[config.mk]
export PLATFORM = sky130hd
export DESIGN_NAME = puvvada_says_btn_capture
export DESIGN_NICKNAME = d
export VERILOG_FILES = /design/src/rtl/puvvada_says_btn_capture.sv
export SDC_FILE = /design/constraint.sdc
export NUM_CORES = 1
export LEC_CHECK = 0
export BUFFER_PORTS_ARGS = -buffer_cell sky130_fd_sc_hd__buf_2
export CAP_MARGIN = 10
export CORE_MARGIN = 1.5
export CORE_UTILIZATION = 36
export DETAILED_ROUTE_END_ITERATION = 6
export GPL_ROUTABILITY_DRIVEN = 0
export PLACE_DENSITY_LB_ADDON = 0.25
export SETUP_SLACK_MARGIN = 0.15
export SLEW_MARGIN = 20
export SYNTH_ARGS = -nofsm -noshare
export SYNTH_HDL_FRONTEND = slang
export SYNTH_SLANG_ARGS = --single-unit
[constraint.sdc]
create_clock -name Clk -period 2.8 [get_ports Clk]
set_input_delay 0.14 -clock Clk [delete_from_list [all_inputs] [get_ports Clk]]
set_output_delay 0.14 -clock Clk [all_outputs]
set_load 0.01 [all_outputs]
[src/rtl/puvvada_says_btn_capture.sv]
// Button front end: synchronizes, debounces and edge-qualifies U/R/D/L into single-cycle codes.
// Optional macro PUVVADA_BTN_MULTI_ERR_EN adds the multi_err pulse for rejected simultaneous presses.
module puvvada_says_btn_capture #(
    parameter int DEBOUNCE_CYCLES = 1000000,
    parameter int CNT_W           = 20
) (
    input  logic       Clk,
    input  logic       Reset,
    input  logic       Btn_U,
    input  logic       Btn_R,
    input  logic       Btn_D,
    input  logic       Btn_L,
    input  logic       Enable,
    output logic       btn_valid,
    output logic [3:0] btn_code,
`ifdef PUVVADA_BTN_MULTI_ERR_EN
    output logic       multi_err,
`endif
    output logic [3:0] last_code
);

    localparam logic [CNT_W-1:0] CNT_MAX = CNT_W'(DEBOUNCE_CYCLES - 1);

    typedef enum logic {
        IDLE,
        HELD
    } state_t;

    // Bit order: 0=U, 1=R, 2=D, 3=L, so the code is simply bit index + 1.
    logic [3:0] btn_raw;
    logic [3:0] sync;
    assign btn_raw = {Btn_L, Btn_D, Btn_R, Btn_U};

    genvar gi;
    generate
        for (gi = 0; gi < 4; gi++) begin : g_sync
            logic meta_reg;
            logic sync_bit_reg;
            always_ff @(posedge Clk) begin
                if (Reset) begin
                    meta_reg     <= 1'b0;
                    sync_bit_reg <= 1'b0;
                end else begin
                    meta_reg     <= btn_raw[gi];
                    sync_bit_reg <= meta_reg;
                end
            end
            assign sync[gi] = sync_bit_reg;
        end
    endgenerate

    logic [3:0]       cand_reg;
    logic [CNT_W-1:0] cnt_reg;
    logic [3:0]       deb_reg;

    // One shared counter: any change on any button restarts the stability window.
    always_ff @(posedge Clk) begin
        if (Reset) begin
            cand_reg <= 4'd0;
            cnt_reg  <= '0;
            deb_reg  <= 4'd0;
        end else if (sync != cand_reg) begin
            cand_reg <= sync;
            cnt_reg  <= '0;
        end else if (cnt_reg == CNT_MAX) begin
            deb_reg  <= cand_reg;
        end else begin
            cnt_reg  <= cnt_reg + CNT_W'(1);
        end
    end

    state_t     state_reg, state_next;
    logic       valid_reg, valid_next;
    logic [3:0] code_reg, code_next;
    logic [3:0] last_reg, last_next;
    logic       one_hot;
    logic [3:0] enc;

    assign one_hot = (deb_reg != 4'd0) && ((deb_reg & (deb_reg - 4'd1)) == 4'd0);

    always_comb begin
        enc = 4'd0;
        case (deb_reg)
            4'b0001: enc = 4'd1;
            4'b0010: enc = 4'd2;
            4'b0100: enc = 4'd3;
            4'b1000: enc = 4'd4;
            default: enc = 4'd0;
        endcase
    end

`ifdef PUVVADA_BTN_MULTI_ERR_EN
    logic multi_reg, multi_next;
`endif

    always_comb begin
        state_next = state_reg;
        valid_next = 1'b0;
        code_next  = 4'd0;
        last_next  = last_reg;
`ifdef PUVVADA_BTN_MULTI_ERR_EN
        multi_next = 1'b0;
`endif
        case (state_reg)
            IDLE: begin
                if (deb_reg != 4'd0) begin
                    state_next = HELD;
                    if (one_hot) begin
                        if (Enable) begin
                            valid_next = 1'b1;
                            code_next  = enc;
                            last_next  = enc;
                        end
                    end else begin
`ifdef PUVVADA_BTN_MULTI_ERR_EN
                        multi_next = 1'b1;
`endif
                    end
                end
            end
            HELD: begin
                // Nothing fires again until every button has been released.
                if (deb_reg == 4'd0) begin
                    state_next = IDLE;
                end
            end
            default: state_next = IDLE;
        endcase
    end

    always_ff @(posedge Clk) begin
        if (Reset) begin
            state_reg <= IDLE;
            valid_reg <= 1'b0;
            code_reg  <= 4'd0;
            last_reg  <= 4'd0;
`ifdef PUVVADA_BTN_MULTI_ERR_EN
            multi_reg <= 1'b0;
`endif
        end else begin
            state_reg <= state_next;
            valid_reg <= valid_next;
            code_reg  <= code_next;
            last_reg  <= last_next;
`ifdef PUVVADA_BTN_MULTI_ERR_EN
            multi_reg <= multi_next;
`endif
        end
    end

    assign btn_valid = valid_reg;
    assign btn_code  = code_reg;
    assign last_code = last_reg;
`ifdef PUVVADA_BTN_MULTI_ERR_EN
    assign multi_err = multi_reg;
`endif

endmodule

== After elaboration in Yosys (flattened, before gate mapping) ==
Cells that the tools add are included.
Storage, ports and cells
  flip-flop bits (word level): 46
  output and inout bits: 9
  word-level logic and storage cells: 43
Operators by class
  add/sub/neg operators: 2
  equality and inequality tests: 6
  muxes and demuxes: 5
  bitwise logic cells: 6
  reductions and logical operators: 9
Operators with widths (count)
  adder 20 x 1 -> 20 bit (second input constant): 1
  equality test 20 bit (second input constant): 1
  case mux 3 bit (4 select lines): 1
  logical NOT 4 bit: 2
  NOT 1 bit: 5
  OR reduction 5 bit: 1
  bitwise AND 4 bit: 1
  equality test 4 x 1 -> 1 bit (second input constant): 1
  equality test 4 x 2 -> 1 bit (second input constant): 1
  equality test 4 x 3 -> 1 bit (second input constant): 1
  equality test 4 bit (second input constant): 1
  inequality test 4 bit: 1
  AND reduction 4 bit: 1
  nonzero test 4 bit: 1
  OR reduction 4 bit: 1
  subtractor 4 x 1 -> 4 bit (second input constant): 1
  2-to-1 mux 1 bit: 3
  case mux 1 bit (2 select lines): 1
  AND reduction 2 bit: 1
  OR reduction 2 bit: 1
  logical AND 1 bit: 1

== Longest topological paths before layout ==
Gate-level depths: netlist of run 1.
  depth after elaboration: 6
  gate-level depth with buffers: 7

== Worst setup path after synthesis of run 1 ==
OpenSTA, ideal clock, no wires.
  path kind: register to register
  start: register cnt_reg[0]
  end: register cnt_reg[1]
  setup time: 0.128 ns
  data arrival time: 1.655 ns
  required time: 2.672 ns
  slack: 1.017 ns
  stages on the path, launching flop included: 8
  clock period less this slack: 1.783 ns
  cell sequence: dfxtp_1 -> ha_1 -> nand3_1 -> or3_1 -> nor3_1 -> buf_2 -> mux2i_1 -> nor2_1
On the way
  longest elaborated chain between the ends: 1
  elaborated cells between the ends (all ways): 2
RTL lines
  from (decl): RTL line 53  | logic [CNT_W-1:0] cnt_reg;
  from (signal assigned): RTL line 68  | cnt_reg <= cnt_reg + CNT_W'(1);
  adder 20 x 1 -> 20 bit or equality test 20 bit (tied branches): RTL line 68, 65
Several ways; a longest one is shown, not always the timed one.
A chain may end at the register's enable or synchronous reset.

== Final worst setup path of run 1 ==
  start: register cnt_reg[0]
  end: register deb_reg[1]
On the way
  longest elaborated chain between the ends: 2
RTL lines
  equality test 20 bit: RTL line 65  | end else if (cnt_reg == CNT_MAX) begin
  AND reduction 2 bit (no line)
  to (signal assigned): RTL line 66  | deb_reg <= cand_reg;
  to (decl): RTL line 54  | logic [3:0] deb_reg;
Every way passes these cells.

==> metrics.md, run 1 <==
| Metric | Value |
|---|---|
| Max-cap viol count | `0` |
| Switching power | `234.5 uW` |
| Busiest layer in global routing | `met2` |
| Max-slew violations | `0` |
| Average detailed-routed wire length per instance | `10.70 um` |
| Post-CTS Setup Repair Bufs | `0` |
| Arrival time at the worst endpoint | `2.08 ns` |
| TritonCTS clock tree | `done` |
| Root Buffer | `sky130_fd_sc_hd__clkbuf_8` |
| Leakage dissipation | `0.7153 nW` |
| Number of cells upsized or downsized after cts | `0` |
| Clock buffer depth | `2` |
| Total of buffers placed on input and output ports | `13` |
| Final cycle utilization of the critical path | `0.6800` |
| Fraction of final layout cells sized beyond drive strength 1 | `0.1202` |
| Sequential element share of the synthesized area | `0.4899` |
| Pin count of the biggest net entering global routing | `24` |
| Crit-path max FO | `5` |
| Die W | `73.67 um` |
| Placement-stage cell area | `1908 sq um` |
| Crit start category | `flop` |
| Hold violation count in the final report | `0` |
| Switching share of power | `0.2041` |
| Routed vias/inst | `4.589` |
| I/O pin count | `16` |
| Final routed DRC violation total | `0` |
| Final critical-path required period | `1.904 ns` |
| Vias in the first global route | `1198` |
| Critical Setup Path Class | `reg -> reg` |
| RSZ-0062 raised after global routing | `no` |
| Leading cell types in the layout, fill and taps excluded | `44 x sky130_fd_sc_hd__dfxtp_1, 27 x sky130_fd_sc_hd__nor2_1, 14 x sky130_fd_sc_hd__nor2b_1, 13 x sky130_fd_sc_hd__buf_2, 11 x sky130_fd_sc_hd__xor2_1` |
| Via Count | `1262` |
| Cell area after layout | `2016 sq um` |
| Clock insertion delay at the later pin of the skew report | `0.29 ns` |
| Upper clock frequency limit | `525.2 MHz` |
| Kind of end point of the critical path | `flop` |
| Sum of negative setup slack | `0 ns` |
| Post-synthesis cell count | `196` |
| Required arrival time at the worst endpoint | `2.98 ns` |
| Post-synthesis instance area | `1798 sq um` |
| Relative contribution of the clock network to total power | `0.408` |
| CORE AREA | `4755 sq um` |
| Commonest non-fill, non-tap cell in the layout | `sky130_fd_sc_hd__dfxtp_1` |
| DIE HEIGHT | `73.67 um` |
| Post-synthesis average cell area | `9.173 sq um` |
| Violation count after the first detailed-routing iteration | `29` |
| Number of clock sinks | `44` |
| Deepest level of the CTS H-tree | `2` |
| Final Setup Violations | `0` |
| Layout-stage area growth over the synthesis result | `12.11%` |
| Worst Max-Slew Pin Slew | `0.6477 ns` |
| Die Area | `5427 sq um` |
| Clock-pin transition on the worst setup and hold timing paths | `0.08 ns` |
| Antenna violations before repair | `0` |
| Number of antenna diodes | `0` |
| Internal power contribution | `914.6 uW` |
| Effective utilization at floorplan | `0.3782` |
| GR Layer Usage met2 | `0.1902` |
| Sequential share of power | `0.556` |
| Path class of the lowest-slack min-delay path | `in -> reg` |
| Status | `finished, final reports clean` |
| Relative contribution of combinational cells to total power | `0.036` |
| Site Rows | `25` |
| Routed Antenna Nets | `0` |
| Flip-flop count of the largest register after layout | `20` |
| Clock buffer count from CTS | `5` |
| Total of flip-flops plus latches after synthesis | `44` |
| Estimated wirelength of the detail-placed design | `1996 um` |
| Peak VDD IR | `0.2101 mV` |
| Unique cell type count in the Yosys netlist | `36` |
| CTS hold repair buffers | `0` |
| Final-stage net count | `215` |
| DRT Pass-1 Iters | `4` |
| Count of warnings emitted by yosys | `0` |
| Final wirelength | `2943 um` |
| GRT met3 Usage | `0.04252` |
| Global-route track usage on met1 | `0.1576` |
| Total congestion overflow | `0` |
| Total power per unit cell area | `570.1 nW/um^2` |
| Worst relative slew slack | `0.5642` |
| First-pass GRT wire length | `5195 um` |
| Global routing usage summed across all routing layers | `0.1242` |
| Fin Clk Skew | `0.006105 ns` |
[synthesized netlist by cell type, drive strengths merged]
library cell / instances / share of area
nor2b: 14 / 0.049
a211oi: 2 / 0.0083
a211o: 1 / 0.0049
a21oi: 8 / 0.022
nor2: 27 / 0.056
nor4: 6 / 0.033
conb: 1 / 0.0021
xor2: 11 / 0.054
buf: 3 / 0.011
nand4: 3 / 0.010
o211ai: 1 / 0.0042
and3: 2 / 0.0070
or3: 5 / 0.017
xnor2: 10 / 0.049
or4: 1 / 0.0063
a2111oi: 1 / 0.0049
nand3b: 1 / 0.0042
nand3: 10 / 0.028
ha: 1 / 0.0070
nand2b: 3 / 0.010
and4: 1 / 0.0049
nor3: 6 / 0.017
o21ai: 5 / 0.014
mux2i: 5 / 0.028
inv: 4 / 0.0083
nand2: 8 / 0.017
or2: 1 / 0.0035
dfxtp: 44 / 0.49
nor3b: 1 / 0.0042
o31ai: 1 / 0.0042
nand4b: 1 / 0.0049
clkbuf: 8 / 0.017
[worst max-delay path, cell delays in order (launching register included)]
cell	delay [ns]
sky130_fd_sc_hd__dfxtp_1	0.37
sky130_fd_sc_hd__ha_1	0.18
sky130_fd_sc_hd__nand3_1	0.15
sky130_fd_sc_hd__or3_1	0.41
sky130_fd_sc_hd__nor4_4	0.40
sky130_fd_sc_hd__mux2i_1	0.23
sky130_fd_sc_hd__nor2_1	0.05
[metal layers]
metal | vias up | share of wire
met1 | 559 | 0.51
li1 | 676 | -
met2 | 21 | 0.43
met4 | 0 | 0.018
met5 | - | 0
met3 | 6 | 0.041
[power by group through the flow]
| stage | Combinational, mW | Clock (mW) | Sequential (mW) |
|---|---|---|---|
| 5_1_grt | 0.0464 | 0.515 | 0.641 |
| 6_report | 0.0409 | 0.469 | 0.639 |
| 2_1_floorplan | 0.0340 | 0 | 0.653 |
| 3_3_place_gp | 0.0413 | 0 | 0.654 |
| 3_5_place_dp | 0.0413 | 0 | 0.654 |
| 4_1_cts | 0.0415 | 0.486 | 0.639 |
[final timing paths]
kind | start | end | slack, ns | cells past startpoint
worst max-delay path | cnt_reg[0]$_SDFFE_PP0N_ | deb_reg[1]$_SDFFE_PP0P_ | 0.90 | 6
worst min-delay path | Btn_U | g_sync[0].meta_reg$_SDFF_PP0_ | 0.05 | 2
worst max register to register | cnt_reg[0]$_SDFFE_PP0N_ | deb_reg[1]$_SDFFE_PP0P_ | 0.90 | 6
worst min register to register | g_sync[1].meta_reg$_SDFF_PP0_ | g_sync[1].sync_bit_reg$_SDFF_PP0_ | 0.44 | 1
[layout make-up]
class | instances | area [sq um]
flip-flops and latches | 44 | 880.8
multi-input cells | 138 | 855.8
clock buffers | 6 | 72.57
inverters | 4 | 15.01
fillers | 492 | 2739
well taps | 67 | 83.83
clock inverters | 2 | 35.03
repair buffers | 14 | 72.57
[metrics by stage]
stage / util / hold WS, ns / setup slack [ns] / cells / total power, mW
CTS: 0.4239 / 0.04083 / 0.8706 / 275 / 1.167
global route: 0.4239 / 0.04500 / 0.6982 / 275 / 1.202
detailed placement: 0.4013 / 0.3516 / 0.8852 / 267 / 0.6955
floorplan: - / 0.2297 / 1.017 / 197 / 0.6873
finish: 0.4239 / 0.05054 / 0.8961 / 275 / 1.149
global placement: 0.4013 / 0.3463 / 0.9306 / 267 / 0.6953
[cell families after synthesis]
logic type	synth area share
simple gates	0.2721
flops	0.4899
xor+xnor	0.1023
compound gates	0.06263
buf+inv	0.03618
mux	0.02784
fa+ha+maj	0.006958
other cells	0.002086
Power figures use the tool's default switching activity.
==> run 2, diff against run 1 <==
--- a/config.mk
+++ b/config.mk
@@ -5,6 +5,7 @@
 export SDC_FILE = /design/constraint.sdc
 export NUM_CORES = 1
 export LEC_CHECK = 0
+export ABC_AREA = 1
 export BUFFER_PORTS_ARGS = -buffer_cell sky130_fd_sc_hd__buf_2
 export CAP_MARGIN = 10
 export CORE_MARGIN = 1.5
==> constraint.sdc (replaced) <==
create_clock -name Clk -period 1.74 [get_ports Clk]
set_input_delay 0.087 -clock Clk [delete_from_list [all_inputs] [get_ports Clk]]
set_output_delay 0.087 -clock Clk [all_outputs]
set_load 0.01 [all_outputs]
==> run 2 against run 1 <==
  * Die area grew 13%
  * Cell area grew 16%
  * Setup slack lost 0.59 ns
  * Global-route usage grew 0.46 points
  * Final cell count grew 40%
  * First-iteration DRC count grew 130%
  * Sequential share of layout area shrank 6.0 points
  * Total power grew 56%
  * Critical endpoint unchanged
  * Highest routed layer unchanged
==> metrics.md, run 2 <==
| Metric | Value |
|---|---|
| Final cycle utilization of the critical path | `0.8262` |
| Routed vias/inst | `4.512` |
| Share of flip-flops with an asynchronous set or reset after synthesis | `0` |
| Clock buffer depth | `2` |
| Total of flip-flops plus latches after synthesis | `44` |
| Count of warnings emitted by yosys | `0` |
| Average detailed-routed wire length per instance | `9.839 um` |
| Number of enable flip-flop cells after synthesis | `0` |
| Unique cell type count in the Yosys netlist | `27` |
| Total of buffers placed on input and output ports | `13` |
| Crit start category | `flop` |
| Critical Setup Path Class | `reg -> reg` |
| Master of the slowest instance on the critical path | `sky130_fd_sc_hd__dfxtp_1` |
| Violation count after the first detailed-routing iteration | `66` |
| Commonest cells post-synth | `57 x sky130_fd_sc_hd__nor2_1, 53 x sky130_fd_sc_hd__nand2_1, 44 x sky130_fd_sc_hd__dfxtp_1` |
| Arrival time at the worst endpoint | `1.63 ns` |
| Fraction of post-synthesis cell area in the top cell type by area | `0.4301` |
| Post-synthesis cell count | `290` |
| Clock insertion delay at the later pin of the skew report | `0.29 ns` |
| Peak per-stage delay on the critical path | `0.38 ns` |
| Path class of the lowest-slack min-delay path | `in -> reg` |
| TritonCTS clock tree | `done` |
| Crit-path cells | `ha_2 > nand2_1 > nor2_1 > nand3_1 > nor2_2 > nand4_1 > nand2_1 > nor2_1` |
| Global routing usage summed across all routing layers | `0.1288` |
| Antenna violations before repair | `0` |
| Die W | `78.43 um` |
| Pwr Total | `1.789 mW` |
| First-pass GRT wire length | `6223 um` |
| Clock-pin transition on the worst setup and hold timing paths | `0.08 ns` |
| Beginning of the critical path | `cnt_reg[1]$_SDFFE_PP0N_` |
| Peak VDD IR | `0.3126 mV` |
| RSZ-0062 raised after global routing | `no` |
| Upper clock frequency limit | `695.6 MHz` |
| Leakage dissipation | `0.8020 nW` |
| Post-synthesis average cell area | `7.063 sq um` |
| Kind of end point of the critical path | `flop` |
| Final-stage net count | `320` |
| Max-cap viol count | `0` |
| DIE HEIGHT | `78.43 um` |
| Final Setup Violations | `0` |
| Final std cells w/o fill | `385` |
| Final routed DRC violation total | `0` |
| Critical Path End | `deb_reg[1]$_SDFFE_PP0P_` |
| Commonest non-fill, non-tap cell in the layout | `sky130_fd_sc_hd__nor2_1` |
| Effective utilization at floorplan | `0.3720` |
| Routed Antenna Nets | `0` |
| I/O pin count | `16` |
| Crit-path max FO | `5` |
| CORE AREA | `5507 sq um` |
| Pin count of the biggest net entering global routing | `21` |
| Slack of the worst reg-to-reg path | `0.30 ns` |
| Sequential element share of the synthesized area | `0.4301` |
| Leading cell type by number of instances after synthesis | `sky130_fd_sc_hd__nor2_1` |
| Synth Flop Type | `sky130_fd_sc_hd__dfxtp_1` |
| Place WS | `0.2841 ns` |
| Sum of negative setup slack | `0 ns` |
| Number of antenna diodes | `0` |
| Status | `finished, final reports clean` |
| Cell type with the highest aggregate area in the netlist | `sky130_fd_sc_hd__dfxtp_1` |
| Endpoint of the most critical register-to-register path | `deb_reg[1]$_SDFFE_PP0P_` |
| Total congestion overflow | `0` |
| Vias in the first global route | `1478` |
| Flip-flop count of the largest register after layout | `20` |
| Post-synthesis instance area | `2048 sq um` |
| Number of placed cells counting well taps | `373` |
| Most area-consuming cells after synthesis | `sky130_fd_sc_hd__dfxtp_1 43%, sky130_fd_sc_hd__nor2_1 10%, sky130_fd_sc_hd__nand2_1 9.7%` |
| Site Rows | `27` |
| Hold violation count in the final report | `0` |
| Via Count | `1737` |
| Min setup slack post-route | `0.3024 ns` |
| Estimated wirelength of the detail-placed design | `2797 um` |
| Number of clock sinks | `44` |
| Fillcell total | `579` |
| Required arrival time at the worst endpoint | `1.93 ns` |
| Cell count of the worst reg-to-reg path | `8` |
| Final critical-path required period | `1.438 ns` |
| Final wirelength | `3788 um` |
| Layout-stage area growth over the synthesis result | `13.93%` |
| Leading cell types in the layout, fill and taps excluded | `57 x sky130_fd_sc_hd__nor2_1, 53 x sky130_fd_sc_hd__nand2_1, 44 x sky130_fd_sc_hd__dfxtp_1, 41 x sky130_fd_sc_hd__inv_1, 17 x sky130_fd_sc_hd__a21oi_1` |
| Clock buffer count from CTS | `5` |
| Root Buffer | `sky130_fd_sc_hd__clkbuf_8` |
| DRT Pass-1 Iters | `4` |
| Reg-to-reg critical path startpoint | `cnt_reg[1]$_SDFFE_PP0N_` |
| Fin Clk Skew | `0.004466 ns` |
| Max-slew violations | `0` |
| Deepest level of the CTS H-tree | `2` |
| Total power per unit cell area | `766.6 nW/um^2` |
| Die Area | `6151 sq um` |
| Fraction of final layout cells sized beyond drive strength 1 | `0.1502` |
| Final Core Density | `0.4238` |
-- run 2: cell count changes after synthesis, sizes merged, moves of 4 or more --
cell,delta
mux2i,-5
nand2,+49
xor2,-10
nand3,+9
or3,-5
clkbuf,-7
o21ai,+4
nand4,+7
nor4,-6
inv,+38
nor2b,-14
a21oi,+9
nor2,+37
xnor2,-5
-- run 2: critical path: cells and delay by family (launching register included) --
kind | cells | cell delay (ns)
AND/OR/NAND/NOR | 7 | 0.72
flip-flops | 1 | 0.38
adder cells (fa/ha/maj) | 1 | 0.24
-- run 2: metal layers --
metal  share of wire  up-vias  GRT usage
li1                -      955          -
met1            0.51      763     0.1590
met2            0.46       17     0.2139
met3           0.022        2    0.03837
met4          0.0077        0    0.04286
met5               0        -          0
-- run 2: area by class of cell --
type,count,area [sq um],area share
Multi-Input combinational cell,200,987.2,0.4231
Timing Repair Buffer,19,120.1,0.05147
Clock buffer,6,82.58,0.03539
Clock inverter,2,15.01,0.006434
Sequential cell,44,880.8,0.3775
Tap cell,72,90.09,0.03861
Inverter,42,157.7,0.06756
-- run 2: power by group --
part / internal, mW / switching (mW) / total [mW]
combinational: 0.0352 / 0.0551 / 0.0903
sequential: 1.02 / 0.00759 / 1.03
clock: 0.321 / 0.349 / 0.670
total: 1.38 / 0.411 / 1.79
-- run 2: per-stage QoR --
stage | hold WS (ns) | cell area (sq um)
floorplan | 0.1582 | 2052
global placement | 0.2913 | 2193
detailed placement | 0.2916 | 2193
CTS | 0.1302 | 2331
global route | 0.1305 | 2333
finish | 0.1304 | 2333
-- run 2: kinds of logic after synthesis --
| logic type | Yosys count | share of synthesized area |
|---|---|---|
| other | 1 | 0.001831 |
| buffers and inverters | 47 | 0.09102 |
| adders and majority gates | 1 | 0.006108 |
| DFF | 44 | 0.4301 |
| AOI/OAI and AO/OA | 28 | 0.06964 |
| xor gates and xnor gates | 6 | 0.02566 |
| and+or+nand+nor | 163 | 0.3757 |
-- run 2: how the worst min path moves through the flow --
stage,from,end,slack (ns),depth (start not counted)
6_report,Reset,cand_reg[3]$_SDFFE_PP0P_,0.13,2
4_1_cts,Reset,g_sync[2].sync_bit_reg$_SDFF_PP0_,0.13,2
3_3_place_gp,Btn_L,g_sync[3].meta_reg$_SDFF_PP0_,0.29,3
2_1_floorplan,Reset,g_sync[3].sync_bit_reg$_SDFF_PP0_,0.16,1
3_5_place_dp,Btn_D,g_sync[2].meta_reg$_SDFF_PP0_,0.29,3
5_1_grt,Reset,cand_reg[3]$_SDFFE_PP0P_,0.13,2
-- run 2: what timing repair did --
| action | in CTS | in global routing |
|---|---|---|
| gates resized for setup | 0 | 1 |
| endpoints found under the setup margin | 0 | 3 |
| endpoints found under the hold margin | 4 | 0 |
| buffers inserted | 0 | 0 |
| hold buffers | 4 | 0 |
==> run 3, diff against run 2 <==
--- a/config.mk
+++ b/config.mk
@@ -5,7 +5,7 @@
 export SDC_FILE = /design/constraint.sdc
 export NUM_CORES = 1
 export LEC_CHECK = 0
-export ABC_AREA = 1
+export ABC_AREA = 0
 export BUFFER_PORTS_ARGS = -buffer_cell sky130_fd_sc_hd__buf_2
 export CAP_MARGIN = 10
 export CORE_MARGIN = 1.5
==> constraint.sdc (replaced) <==
create_clock -name Clk -period 1.44 [get_ports Clk]
set_input_delay 0.072 -clock Clk [delete_from_list [all_inputs] [get_ports Clk]]
set_output_delay 0.072 -clock Clk [all_outputs]
set_load 0.01 [all_outputs]
==> run 3 against run 2 <==
  * The run now ends with setup timing left
  * Total power grew 34%
  * Setup slack worse by 0.63 ns
  * Count of clock-buffer cells in the layout unchanged
  * Critical path type unchanged
  * Largest power group unchanged
==> metrics.md, run 3 (synthesized netlist as in run 1, its figures left out) <==
| Metric | Value |
|---|---|
| Final Setup Violations | `23` |
| Average detailed-routed wire length per instance | `11.54 um` |
| Cell count of the worst reg-to-reg path | `7` |
| I/O pin count | `16` |
| Leakage dissipation | `1.048 nW` |
| DIE HEIGHT | `73.67 um` |
| RSZ-0062 raised after global routing | `yes` |
| Clock buffer count from CTS | `5` |
| Effective utilization at floorplan | `0.3782` |
| Total power per unit cell area | `897.9 nW/um^2` |
| Routed vias/inst | `4.581` |
| Max-cap viol count | `0` |
| Required arrival time at the worst endpoint | `1.63 ns` |
| Layout-stage area growth over the synthesis result | `48.16%` |
| Fillcell total | `427` |
| Switching share of power | `0.2105` |
| Kind of end point of the critical path | `flop` |
| Max-slew violations | `0` |
| Clock-pin transition on the worst setup and hold timing paths | `0.09 ns` |
| Peak VDD IR | `0.5401 mV` |
| Final cycle utilization of the critical path | `1.226` |
| Fraction of final layout cells sized beyond drive strength 1 | `0.4231` |
| Routed Antenna Nets | `0` |
| Arrival time at the worst endpoint | `1.96 ns` |
| Number of antenna diodes | `0` |
| Die W | `73.67 um` |
| Commonest non-fill, non-tap cell in the layout | `sky130_fd_sc_hd__buf_4` |
| Final std cells w/o fill | `327` |
| Global routing usage summed across all routing layers | `0.1458` |
| Worst hold path stage count | `2` |
| Vias in the first global route | `1331` |
| Cell area after layout | `2664 sq um` |
| Violation count after the first detailed-routing iteration | `52` |
| Number of clock sinks | `44` |
| Hold violation count in the final report | `0` |
| Total congestion overflow | `0` |
| Leading cell types in the layout, fill and taps excluded | `43 x sky130_fd_sc_hd__buf_4, 32 x sky130_fd_sc_hd__dfxtp_1, 24 x sky130_fd_sc_hd__nor2_1, 14 x sky130_fd_sc_hd__nor2b_1, 13 x sky130_fd_sc_hd__buf_2` |
| Clock buffer depth | `2` |
| Root Buffer | `sky130_fd_sc_hd__clkbuf_8` |
| Sequential share of power | `0.521` |
| Deepest level of the CTS H-tree | `2` |
| DRT Pass-1 Iters | `4` |
| Critical Setup Path Class | `reg -> reg` |
| Relative contribution of the clock network to total power | `0.413` |
| Crit-path max FO | `4` |
| Total of buffers placed on input and output ports | `13` |
| Pin count of the biggest net entering global routing | `19` |
| Sum of negative setup slack | `-3.823 ns` |
| Estimated wirelength of the detail-placed design | `2414 um` |
| Violated checks | `setup timing` |
| Placement-stage cell area | `2253 sq um` |
| Final critical-path required period | `1.766 ns` |
| TritonCTS clock tree | `done` |
| Relative contribution of combinational cells to total power | `0.065` |
| Final wirelength | `3775 um` |
| Min setup slack post-route | `-0.3255 ns` |
| Status | `finished, violations left` |
| Place WS | `-0.3166 ns` |
| Upper clock frequency limit | `566.4 MHz` |
| First-pass GRT wire length | `6023 um` |
| Antenna violations before repair | `0` |
| Clock insertion delay at the later pin of the skew report | `0.29 ns` |
| Fin Clk Skew | `0.004776 ns` |
| Pwr Total | `2.392 mW` |
| Number of placed cells counting well taps | `306` |
| Final routed DRC violation total | `0` |
| Switching power | `503.4 uW` |
| Flip-flop count of the largest register after layout | `20` |
| Final-stage net count | `267` |
| Crit start category | `flop` |
| Site Rows | `25` |
| Internal power contribution | `1.888 mW` |
| Path class of the lowest-slack min-delay path | `in -> reg` |
| Via Count | `1498` |
| CORE AREA | `4755 sq um` |
| Die Area | `5427 sq um` |
==> run 3: cell types whose count changed in the layout (fill, tap and decap cells not counted), sizes merged, moves of 6 or more <==
cell   delta
nand4     -7
nand2    -49
nor4      +6
nor2     -37
nand3     -9
nor2b    +14
a21oi     -9
xor2     +10
inv      -38
buf      +46
==> run 3: cell type report <==
class	instances	area (sq um)	share of cell area
flip-flops and latches	44	895.9	0.3363
clock inverters	2	38.79	0.01456
clock buffers	6	82.58	0.03100
repair buffers	65	484.2	0.1818
inverters	4	15.01	0.005636
multi-input cells	139	1064	0.3992
well taps	67	83.83	0.03147
==> run 3: through the flow <==
step | hold WS (ns) | utilization
after floorplan | 0.1617 | -
final | 0.03426 | 0.5603
after CTS | 0.03087 | 0.5295
after detailed placement | 0.2836 | 0.4739
after global routing | 0.03639 | 0.5603
after global placement | 0.2798 | 0.4739
==> run 3: power groups by stage <==
stage          clock network [mW]  registers (mW)  logic (mW)
3_3_place_gp                    0            1.27       0.120
2_1_floorplan                   0            1.27      0.0677
3_5_place_dp                    0            1.27       0.120
4_1_cts                      1.02            1.25       0.150
5_1_grt                      1.07            1.25       0.170
6_report                    0.988            1.25       0.156
==> run 3: worst paths after layout <==
| kind | startpoint | to | slack (ns) |
|---|---|---|---|
| worst min-delay path | Reset | last_code[2]$_SDFFE_PP0P_ | 0.03 |
| worst max-delay path | cnt_reg[1]$_SDFFE_PP0N_ | deb_reg[3]$_SDFFE_PP0P_ | -0.33 |
| worst min register to register | g_sync[0].meta_reg$_SDFF_PP0_ | g_sync[0].sync_bit_reg$_SDFF_PP0_ | 0.44 |
| worst max register to register | cnt_reg[1]$_SDFFE_PP0N_ | deb_reg[3]$_SDFFE_PP0P_ | -0.33 |
==> run 3: repair_timing <==
item                                    CTS  global route
pin swaps                                 7            16
resized for setup                        22            20
endpoints found under the hold margin     4             0
hold buffers                              4             0
endpoints found under the setup margin   26            27
cloned                                    1             0
setup buffers                             3             5
==> run 3: critical path, stage by stage, from the launching register on <==
cell	delay, ns
sky130_fd_sc_hd__dfxtp_2	0.36
sky130_fd_sc_hd__ha_4	0.15
sky130_fd_sc_hd__nand3_4	0.06
sky130_fd_sc_hd__or3_4	0.36
sky130_fd_sc_hd__nor4_4	0.30
sky130_fd_sc_hd__buf_4	0.19
sky130_fd_sc_hd__mux2i_1	0.19
sky130_fd_sc_hd__nor2_1	0.06
==> run 3: metal layers <==
layer,up-vias,share of wire,GRT usage
met1,681,0.46,0.1866
met3,8,0.026,0.04252
met5,-,0,0
met2,24,0.48,0.2242
met4,0,0.030,0.06996
li1,785,-,-
